**config.mk**
```make
export PLATFORM = sky130hd
export DESIGN_NAME = mdu_seq
export DESIGN_NICKNAME = d
export VERILOG_FILES = /design/src/rtl/mdu_seq.sv
export SDC_FILE = /design/constraint.sdc
export NUM_CORES = 1
export LEC_CHECK = 0
export CAP_MARGIN = 0
export CORE_UTILIZATION = 50
export DETAILED_ROUTE_END_ITERATION = 7
export PLACE_DENSITY = 0.7
export SLEW_MARGIN = 5
export SYNTH_ARGS = -nofsm -noshare
export SYNTH_HDL_FRONTEND = slang
export SYNTH_SLANG_ARGS = --single-unit
```
**constraint.sdc**
```tcl
create_clock -name clk -period 4.5 [get_ports clk]
set_clock_uncertainty 0.1 [all_clocks]
set_input_delay 0.45 -clock clk [delete_from_list [all_inputs] [get_ports clk]]
set_output_delay 0.45 -clock clk [all_outputs]
set_load 0.02 [all_outputs]
```
**src/rtl/mdu_seq.sv**
```systemverilog
`default_nettype none
// ============================================================================
// Module   : mdu_seq
// Brief    : Iterative RV32M multiply/divide sequencer (radix-2 shift-add /
//            restoring shift-subtract). Optional macro: MDU_EARLY_OUT_EN.
// Revision : 1.0
// ============================================================================
module mdu_seq #(
  parameter int XLEN  = 32,
  parameter int CNT_W = $clog2(XLEN) + 1
) (
  input  logic            clk,
  input  logic            rst,
  input  logic            start,
  input  logic [2:0]      funct3,
  input  logic [XLEN-1:0] opa,
  input  logic [XLEN-1:0] opb,
  input  logic            flush,
  output logic            busy,
  output logic            stall,
  output logic            valid,
  output logic [XLEN-1:0] result
);

  localparam logic [1:0] C_IDLE = 2'd0;
  localparam logic [1:0] C_CALC = 2'd1;
  localparam logic [1:0] C_FIX  = 2'd2;
  localparam logic [1:0] C_DONE = 2'd3;

  localparam logic [XLEN-1:0] C_MIN = {1'b1, {(XLEN-1){1'b0}}};

  logic [1:0]        r_state, w_next;
  logic [CNT_W-1:0]  r_cnt;
  logic [2:0]        r_op;
  logic [XLEN-1:0]   r_div;
  logic [2*XLEN-1:0] r_acc;
  logic              r_neg;
  logic [XLEN-1:0]   r_result;

  // ---- operand conditioning in IDLE ----
  logic            w_is_div, w_a_signed, w_b_signed, w_sa, w_sb, w_neg_start;
  logic [XLEN-1:0] w_abs_a, w_abs_b;
  logic            w_accept, w_fast;
  logic [XLEN-1:0] w_fast_res;

  assign w_is_div    = funct3[2];
  assign w_a_signed  = w_is_div ? ~funct3[0] : (funct3 != 3'b011);
  assign w_b_signed  = w_is_div ? ~funct3[0] : ~funct3[1];
  assign w_sa        = w_a_signed & opa[XLEN-1];
  assign w_sb        = w_b_signed & opb[XLEN-1];
  assign w_abs_a     = w_sa ? -opa : opa;
  assign w_abs_b     = w_sb ? -opb : opb;
  // Remainder takes the dividend's sign; products and quotients the XOR.
  assign w_neg_start = (w_is_div & funct3[1]) ? w_sa : (w_sa ^ w_sb);
  assign w_accept    = (r_state == C_IDLE) & start & ~flush;

  always_comb begin
    w_fast     = 1'b0;
    w_fast_res = '0;
    if (w_is_div && (opb == '0)) begin
      w_fast     = 1'b1;
      w_fast_res = funct3[1] ? opa : '1;
    end else if (w_is_div && !funct3[0] && (opa == C_MIN) && (opb == '1)) begin
      w_fast     = 1'b1;
      w_fast_res = funct3[1] ? '0 : C_MIN;
    end
`ifdef MDU_EARLY_OUT_EN
    else if (!w_is_div && ((opa == '0) || (opb == '0))) begin
      w_fast     = 1'b1;
      w_fast_res = '0;
    end else if (w_is_div && (w_abs_a < w_abs_b)) begin
      w_fast     = 1'b1;
      w_fast_res = funct3[1] ? opa : '0;
    end
`endif
  end

  // ---- iteration datapath: hi half = partial product / remainder ----
  logic [XLEN:0]     w_mul_sum;
  logic [2*XLEN-1:0] w_mul_step, w_div_step;
  logic [XLEN-1:0]   w_rem_sh, w_diff;
  logic              w_ge;

  assign w_mul_sum  = {1'b0, r_acc[2*XLEN-1:XLEN]} + {1'b0, r_div};
  assign w_mul_step = r_acc[0] ? {w_mul_sum, r_acc[XLEN-1:1]}
                               : {1'b0, r_acc[2*XLEN-1:1]};

  // A set remainder MSB means the shifted value already exceeds any divisor.
  assign w_rem_sh   = {r_acc[2*XLEN-2:XLEN], r_acc[XLEN-1]};
  assign w_ge       = r_acc[2*XLEN-1] | (w_rem_sh >= r_div);
  assign w_diff     = w_rem_sh - r_div;
  assign w_div_step = w_ge ? {w_diff, r_acc[XLEN-2:0], 1'b1}
                           : {r_acc[2*XLEN-2:0], 1'b0};

  // ---- sign correction and result selection ----
  logic [2*XLEN-1:0] w_prod_fix;
  logic [XLEN-1:0]   w_q_fix, w_r_fix, w_fix_res;

  assign w_prod_fix = r_neg ? -r_acc : r_acc;
  assign w_q_fix    = r_neg ? -r_acc[XLEN-1:0] : r_acc[XLEN-1:0];
  assign w_r_fix    = r_neg ? -r_acc[2*XLEN-1:XLEN] : r_acc[2*XLEN-1:XLEN];

  always_comb begin
    w_fix_res = w_r_fix;
    case (r_op)
      3'b000:                 w_fix_res = w_prod_fix[XLEN-1:0];
      3'b001, 3'b010, 3'b011: w_fix_res = w_prod_fix[2*XLEN-1:XLEN];
      3'b100, 3'b101:         w_fix_res = w_q_fix;
      default:                w_fix_res = w_r_fix;
    endcase
  end

  // ---- FSM ----
  always_ff @(posedge clk) begin
    if (rst) r_state <= C_IDLE;
    else     r_state <= w_next;
  end

  always_comb begin
    w_next = r_state;
    if (flush) begin
      w_next = C_IDLE;
    end else begin
      case (r_state)
        C_IDLE:  if (start) w_next = w_fast ? C_DONE : C_CALC;
        C_CALC:  if (r_cnt == CNT_W'(1)) w_next = C_FIX;
        C_FIX:   w_next = C_DONE;
        default: w_next = C_IDLE;
      endcase
    end
  end

  logic w_busy;
  always_comb begin
    w_busy = (r_state == C_CALC) || (r_state == C_FIX);
    busy   = w_busy;
    stall  = w_accept | w_busy;
    valid  = (r_state == C_DONE);
    result = r_result;
  end

  always_ff @(posedge clk) begin
    if (rst) begin
      r_cnt    <= '0;
      r_op     <= '0;
      r_div    <= '0;
      r_acc    <= '0;
      r_neg    <= 1'b0;
      r_result <= '0;
    end else if (!flush) begin
      case (r_state)
        C_IDLE: if (start) begin
          r_op  <= funct3;
          r_neg <= w_neg_start;
          r_div <= w_abs_b;
          r_acc <= {{XLEN{1'b0}}, w_abs_a};
          r_cnt <= CNT_W'(XLEN);
          if (w_fast) r_result <= w_fast_res;
        end
        C_CALC: begin
          r_acc <= r_op[2] ? w_div_step : w_mul_step;
          r_cnt <= r_cnt - CNT_W'(1);
        end
        C_FIX:   r_result <= w_fix_res;
        default: ;
      endcase
    end
  end

endmodule
`default_nettype wire
```
==> out/results.txt <==
clock latency on the worst-skew pair - 0.45 ns
number of H-tree levels - 4
Hold Buf Count CTS - 0
CP Launch Type - register
Setup crit end kind - register
Root Driver - clkbuf_16
Area Overhead vs Synth - 13.3%
CTS tree - yes
share of cells above drive strength 1 - 5.92%
fin worst setup slack - 0.566 ns
gr ovfl total - 0
Rows - 60
Final Max Slew Viols - 0
Post-synth EDFFs - 0
YS warnings - 0
Syn Std Cell Area - 14000 µm²
Crit Path Max Fanout - 31
run status - finished, final reports clean
I/O Buffers - 105
DP HPWL - 35200 µm
CTS buffer count - 17
worst path required time - 4.73 ns
Post-Synthesis Cells - 1958
final setup vio count - 0
Core ar. - 27200 µm²
Post-Syn Nets - 2107
RSZ-0062 raised after global routing - false
average wire per standard cell - 20.0 µm
GPL Wtd Cong - 0.955
initial core utilization - 51.5%
most frequent cells in the layout - 228 x nand2_1, 184 x nor2_1, 165 x a21oi_1
Slew Limit Headroom - 32.9%
Mapped Avg Cell Area - 7.15 µm²
Worst Path Arrival - 4.16 ns
Seq/Total Area, Yosys - 20.0%
Tot GR Track Use - 32.9%
Avg Vias per Cell - 6.38
DRT iter0 DRCs - 1608
Max VDD drop - 0.211 mV
Max Buffers Root-to-Sink - 2
post-route ant nets - 0
CTS clk-pin slew, worst paths - 0.07 ns
DRT Pass-1 Iters - 5
wire length of the first global-routing pass - 74800 µm
DR vias - 15100
I/O Pins - 106
Post-CTS Setup Repair Bufs - 0
vias in the first global route - 13700
largest net degree at the start of global routing - 84
pwr/cell area - 242 nW/µm²
Die Wd - 169 µm
Post-route DRC - 0
commonest non-fill, non-tap cell in the layout - nand2_1
wire length reported by the detailed router - 47500 µm
Yosys cell types - 84
final hold vios - 0
# fillers - 2679
Die Ht - 169 µm
flops & latches, synth - 140
actual slew at the worst max-slew pin - 0.997 ns
Period minus WS final - 3.93 ns
leak pwr - 5.88 nW
critical path class - reg2reg
Worst R2R Setup Slack - 0.57 ns
Primary FF master, synth - dfxtp_1
die area - 28700 µm²
dpl ws - 0.397 ns
Max Clk Rate - 254 MHz
post-CTS sizing - 0
initial antenna violation count - 2
Post-Route Setup TNS - 0 ns
MaxCap Viol Count - 0
CTS Sinks - 140
fin crit share - 87.4%
hold crit path type - in2reg
ys async rst share - 0%
post-layout net count - 2130
Min Hold Slack - 0.304 ns
power by group:
group | switching (W) | internal (W)
Combinational | 0.000639 | 0.000410
Clock | 0.000682 | 0.000726
Sequential | 0.0000935 | 0.00129
synth_stat cells, types with 48 or more instances:
| master | n | area (µm²) |
|---|---|---|
| mux2i_1 | 51 | 510 |
| clkbuf_1 | 119 | 447 |
| nand2_1 | 228 | 856 |
| o21ai_0 | 163 | 816 |
| dfxtp_1 | 140 | 2800 |
| a21oi_1 | 165 | 826 |
| ha_1 | 76 | 951 |
| nor2_1 | 187 | 702 |
| inv_1 | 73 | 274 |
| a211oi_1 | 48 | 360 |
| xnor2_1 | 78 | 683 |
| xor2_1 | 86 | 753 |
layout make-up:
class                      count  area [µm²]  area share, %
clock buffer                  18         429           2.71
clock inverter                14         128          0.805
timing repair buffer         152        1440           9.07
multi-input combinational   1596       10300           65.0
tap                          372         465           2.93
sequential                   140        2810           17.7
inverter                      74         278           1.75
antenna                        2        5.00         0.0316
per-layer routing:
layer,GRT usage (%),vias to the layer above,wire length [µm]
met3,6.93,94,4450
li1,-,7186,-
met5,0,-,0
met1,45.6,7125,21100
met4,9.87,0,1170
met2,51.0,703,20700
metrics by stage:
step | power (W) | utilization (%) | area, µm² | instances
global placement | 0.00242 | 56.3 | 15300 | 2334
floorplan | 0.00210 | - | 14000 | 1958
CTS | 0.00382 | 58.3 | 15900 | 2366
finish | 0.00384 | 58.4 | 15900 | 2368
global route | 0.00400 | 58.3 | 15900 | 2366
detailed placement | 0.00243 | 56.3 | 15300 | 2334
kinds of logic after synthesis:
logic type / synth area share [%]
AO/OA/AOI/OAI: 30.7
XOR/XNOR: 10.3
adder cells (fa/ha/maj): 7.08
buffers and inverters: 6.44
flip-flops: 20.0
multiplexers: 3.97
AND/OR/NAND/NOR: 21.5
final timing paths:
path,start,cells after the start,to
max,r_acc[31],13,r_acc[47]
min reg2reg,r_cnt[5],1,r_cnt[5]
min,rst,2,r_acc[1]
max reg2reg,r_acc[31],13,r_acc[47]
worst max-delay path, stage by stage, from the launching register on:
cell and delay, ns:
dfxtp_1 0.49, inv_1 0.18, ha_1 0.25, fa_1 0.41, nand2b_1 0.19, a211oi_1 0.36, nor4_1 0.11, o31ai_1 0.27
a21oi_1 0.13, or2_2 0.53, buf_12 0.27, nand2_1 0.07, o21ai_0 0.09, a221o_1 0.33
registers in the layout, summed over array words and instances, names as in the netlist:
register,flops
r_div,32
r_neg,1
r_op,3
r_cnt,6
r_state,2
result,32
r_acc,64
Note: power is estimated with default switching activity, not from simulation.
==> RTL change 1: new RTL, same flow settings <==
`XLEN`: 32 -> 16.
--- a/src/rtl/mdu_seq.sv
+++ b/src/rtl/mdu_seq.sv
@@ -7,5 +7,5 @@
 // ============================================================================
 module mdu_seq #(
-  parameter int XLEN  = 32,
+  parameter int XLEN  = 16,
   parameter int CNT_W = $clog2(XLEN) + 1
 ) (
Ports: changed (resized opa, opb and result); port bits go from 106 to 58. No check against the original RTL was run, so the function may have changed too.
==> RTL change 1 against the unedited design <==
- sequential share of layout area is 0.17 points higher
- synthesized area down 47%
- sequential cell count shrank 65
- combinational power decreased by 42%
- sequential power down 46%
- first-iteration DRC count is 44% lower
- count of clock-buffer cells in the layout is 7 lower
- routed wire length is 49% lower
- utilization decreased by 0.24 points
- setup slack improved by 290 ps
- design area fell by 47%
- total power shrank 43%
==> RTL change 1: results (changes against the unedited design) <==
| Metric | Value |
|---|---|
| Leakage | `3.17 nW (was 5.88 nW)` |
| Max FFs per register | `32 (was 64)` |
| DR iter-0 viols | `893 (was 1,608)` |
| Drt wl/cell | `19.6 um (was 20.0 um)` |
| # fillers | `1,373 (was 2,679)` |
| CP peak stage delay | `1070 ps (was 530 ps)` |
| Worst reg2reg endpoint | `r_acc[26]$_SDFFE_PP0P_ (was r_acc[47]$_SDFFE_PP0P_)` |
| Switching power | `0.732 mW (was 1.41 mW)` |
| Clk_lat worst skew | `360 ps (was 450 ps)` |
| Largest net degree at the start of global routing | `57 (was 84)` |
| Routed wl met2 | `10,400 um (was 20,700 um)` |
| Total CTS buffers | `9 (was 17)` |
| TritonRoute pass-1 iters | `6 (was 5)` |
| Headroom to the max-slew limit | `0.168 (was 0.329)` |
| GRT Total Usage | `0.327 (was 0.329)` |
| Comb group | `0.609 mW (was 1.05 mW)` |
| Met3 WL | `2450 um (was 4450 um)` |
| VDD IR max | `0.203 mV (was 0.211 mV)` |
| Clk buf depth | `2 (unchanged)` |
| Initial antenna violation count | `0 (was 2)` |
| Sequential fraction of the synthesis area | `0.203 (was 0.200)` |
| Reg2Reg Launch Point | `r_acc[15]$_SDFFE_PP0P_ (was r_acc[31]$_SDFFE_PP0P_)` |
| Antenna Cells | `0 (was 2)` |
| Cell-internal power | `1.48 mW (was 2.43 mW)` |
| Vias/cell | `6.49 (was 6.38)` |
| GP Congestion | `0.942 (was 0.955)` |
| Outcome | `finished, final reports clean (unchanged)` |
| Seq. pwr | `0.741 mW (was 1.38 mW)` |
| M3 GR Usage | `0.0797 (was 0.0693)` |
| Met1 Use GR | `0.465 (was 0.456)` |
| Slowest stage cell, crit path | `o41ai_2 (was or2_2)` |
| H-tree depth | `3 (was 4)` |
| Port bufs | `57 (was 105)` |
| First-pass GRT wire length | `38,400 um (was 74,800 um)` |
| Reg-to-reg slack, setup | `850 ps (was 570 ps)` |
| Ratio of cells with drive above 1 in the final layout | `0.0513 (was 0.0592)` |
| Hpwl dp | `17,900 um (was 35,200 um)` |
| Commonest cells in the netlist | `nor2_1, nand2_1, dfxtp_1 (was nand2_1, nor2_1, a21oi_1)` |
| R2R cell count | `10 (was 13)` |
| Post_cts resized | `0 (unchanged)` |
| Max FO, Critical Path | `13 (was 31)` |
| Metal1 wirelength | `11,000 um (was 21,100 um)` |
| Synth top area cells | `dfxtp_1, ha_1, nor2_1 (was dfxtp_1, ha_1, nand2_1)` |
| Met2 Track Usage GR | `0.487 (was 0.510)` |
-- RTL change 1: cells by family (layout without fill, tap and decap cells) --
family	after synthesis	in the layout	share of synthesized area
buf+inv	110	131	0.0574
mux	25	25	0.0341
xor+xnor	63	63	0.0744
fa+ha+maj	45	45	0.0780
compound gates	344	344	0.314
simple gates	369	369	0.240
flops	75	75	0.203
-- RTL change 1: through the flow --
step | hold WS, ps | std cells | cell area [um^2] | util | setup WS (ps)
final | 329 | 1236 | 8420 | 0.581 | 853
after floorplan | 342 | 1031 | 7410 | - | 1710
after global placement | 359 | 1220 | 8070 | 0.558 | 828
after CTS | 317 | 1236 | 8420 | 0.581 | 946
after global routing | 340 | 1236 | 8420 | 0.581 | 570
after detailed placement | 364 | 1220 | 8070 | 0.558 | 842
-- RTL change 1: final cells by class --
cell class,count,area (um^2),share of cell area
Clock buffer,11,243,0.0288
Sequential cell,75,1500,0.179
Clock inverter,5,100,0.0119
Inverter,42,158,0.0187
Tap cell,184,230,0.0274
Multi-Input combinational cell,846,5500,0.653
Timing Repair Buffer,73,686,0.0815
-- RTL change 1: worst max-delay path by stage --
stage	from	end	slack [ps]
after floorplan	opb[9]	result[15]$_SDFFE_PP0P_	1710
after global placement	opb[9]	result[8]$_SDFFE_PP0P_	830
after detailed placement	opb[9]	result[8]$_SDFFE_PP0P_	840
after CTS	r_acc[17]$_SDFFE_PP0P_	r_acc[26]$_SDFFE_PP0P_	950
after global routing	r_acc[20]$_SDFFE_PP0P_	r_acc[26]$_SDFFE_PP0P_	570
final	r_acc[15]$_SDFFE_PP0P_	r_acc[26]$_SDFFE_PP0P_	850
==> RTL change 2: new RTL, same settings <==
Made on the original files. Reset style: asynchronous (`rst`), changed in 2 clocked blocks.
--- a/src/rtl/mdu_seq.sv
+++ b/src/rtl/mdu_seq.sv
@@ -112,5 +112,5 @@
 
   // ---- FSM ----
-  always_ff @(posedge clk) begin
+  always_ff @(posedge clk or posedge rst) begin
     if (rst) r_state <= C_IDLE;
     else     r_state <= w_next;
@@ -140,5 +140,5 @@
   end
 
-  always_ff @(posedge clk) begin
+  always_ff @(posedge clk or posedge rst) begin
     if (rst) begin
       r_cnt    <= '0;
Function: differs if rst is asserted again (counterexample within 4 cycles, from zero or initial values and one cycle with rst high); with rst held inactive, the same outputs for 4 cycles.
==> RTL change 2 against the unedited design <==
- routed wire length up 9.0%
- design area grew 4.6%
- synthesized area up 3.7%
- setup slack improved by 12 ps
- sequential share of layout area rose by 3.5 points
- sequential cell count is the same
- global-route usage up 2.6 points
- utilization is 0.43 points lower
Power is left out: it rests on default switching activity, and per cell area and clock period it moved more than threefold.
==> RTL change 2: results (changes against the unedited design) <==
| Metric | Value |
|---|---|
| Adder-cell share of the synthesized area | `0.0674 (was 0.0708)` |
| Min-delay src | `result[18]$_DFFE_PP0P_ (was rst)` |
| Worst reg2reg endpoint | `r_acc[52]$_DFFE_PP0P_ (was r_acc[47]$_SDFFE_PP0P_)` |
| Hpwl dp | `39,100 um (was 35,200 um)` |
| HP Class | `reg2reg (was in2reg)` |
| Headroom to the max-slew limit | `0.394 (was 0.329)` |
| Clock-pin slew on the worst setup and hold paths | `70 ps (about the same)` |
| Compound-Gate Fraction of Synth Area | `0.280 (was 0.307)` |
| CP peak stage delay | `480 ps (was 530 ps)` |
| Post_cts resized | `0 (unchanged)` |
| Reg-to-reg slack, setup | `580 ps` |
| Hold Path Sink | `result[18]$_DFFE_PP0P_ (was r_acc[1]$_SDFFE_PP0P_)` |
| Ys async rst share | `1.00 (was 0)` |
| Vias/cell | `6.48 (was 6.38)` |
| Max FFs per register | `64 (unchanged)` |
| Slowest stage cell, crit path | `dfrtp_1 (was or2_2)` |
| Antenna Cells | `0 (was 2)` |
| Vias in the first global route | `14,089 (was 13,749)` |
| Routed wl met2 | `22,500 um (was 20,700 um)` |
| First-pass GRT wire length | `80,300 um (was 74,800 um)` |
| Metal1 wirelength | `22,900 um (was 21,100 um)` |
| Hold Crit Depth | `2 (unchanged)` |
| Reg2Reg Launch Point | `r_acc[31]$_DFFE_PP0P_ (was r_acc[31]$_SDFFE_PP0P_)` |
| DR iter-0 viols | `1,741 (was 1,608)` |
| Commonest cells in the netlist | `nand2_1, o21ai_0, nor2_1 (was nand2_1, nor2_1, a21oi_1)` |
| TritonRoute pass-1 iters | `6 (was 5)` |
| Setup WS pre-CTS | `519 ps (was 397 ps)` |
| Critical Path AT | `4180 ps (was 4160 ps)` |
| GRT Total Usage | `0.355 (was 0.329)` |
| Layout Nets | `2,122 (was 2,130)` |
| Sequential fraction of the synthesis area | `0.241 (was 0.200)` |
| Ratio of cells with drive above 1 in the final layout | `0.0649 (was 0.0592)` |
| Synth Area in XOR/XNOR | `0.111 (was 0.103)` |
| Initial antenna violation count | `0 (was 2)` |
| Drt wl/cell | `21.8 um (was 20.0 um)` |
| Yosys cell types | `88 (was 84)` |
| GP Congestion | `0.961 (was 0.955)` |
| Max FO, Critical Path | `10 (was 31)` |
| Met3 WL | `4310 um (was 4450 um)` |
| Outcome | `finished, final reports clean (unchanged)` |
| Ys Warns | `0 (unchanged)` |
| Synth top area cells | `dfrtp_1, o21ai_0, ha_1 (was dfxtp_1, ha_1, nand2_1)` |
| Largest net degree at the start of global routing | `82 (was 84)` |
| Mux contribution to synthesized area | `0.0385 (was 0.0397)` |
==> RTL change 2: changes by cell type after synthesis, moves of 24 or more <==
cell | before | now
a21oi_1 | 165 | 141
a311oi_1 | 33 | 3
dfrtp_1 | 0 | 140
dfxtp_1 | 140 | 0
nor2_1 | 187 | 144
o21ai_0 | 163 | 218
xnor2_1 | 78 | 102
==> RTL change 2: area by class of cell <==
type	count	area, um^2
timing repair buffer	157	1470
clock inverter	14	184
clock buffer	18	429
multi-input combinational	1588	10200
inverter	70	268
sequential	140	3510
fill	2645	12000
tap	384	480
==> RTL change 2: metal layers <==
| metal | vias up | track usage |
|---|---|---|
| li1 | 7103 | - |
| met1 | 7467 | 0.496 |
| met2 | 673 | 0.534 |
| met3 | 114 | 0.0623 |
| met4 | 0 | 0.155 |
| met5 | - | 0 |
==> RTL change 2: worst max-delay path by stage <==
stage                     startpoint                      to  slack, ps  depth (start not counted)
2_1_floorplan                    rst    r_acc[0]$_DFFE_PP0P_        200                          1
3_3_place_gp                  opa[7]  result[12]$_DFFE_PP0P_        650                         11
3_5_place_dp                  opa[7]  result[12]$_DFFE_PP0P_        520                         11
4_1_cts        r_acc[31]$_DFFE_PP0P_   r_acc[52]$_DFFE_PP0P_        640                         13
5_1_grt        r_acc[31]$_DFFE_PP0P_   r_acc[52]$_DFFE_PP0P_        430                         13
6_report       r_acc[31]$_DFFE_PP0P_   r_acc[52]$_DFFE_PP0P_        580                         13
==> RTL change 2: worst min-delay path, delay by kind of cell, from the launching register on <==
family          cells  cell delay [ps]
flops               1              340
simple gates        1               50
compound gates      1              100
==> RTL change 2: logic make-up (layout without fill, tap and decap cells) <==
family                     after synthesis  after routing
adders and majority gates               77             77
xor gates and xnor gates               184            184
AOI/OAI and AO/OA                      647            647
and+or+nand+nor                        625            625
DFF                                    140            140
buffers and inverters                  198            259
muxes                                   55             55
==> RTL change 2: per-stage QoR <==
stage	hold slack, ps	util	std cells	instance area [um^2]
6_report	425	0.579	2371	16600
5_1_grt	458	0.579	2371	16600
4_1_cts	429	0.579	2371	16600
3_5_place_dp	413	0.558	2339	16000
3_3_place_gp	404	0.558	2339	16000
2_1_floorplan	378	-	1926	14500
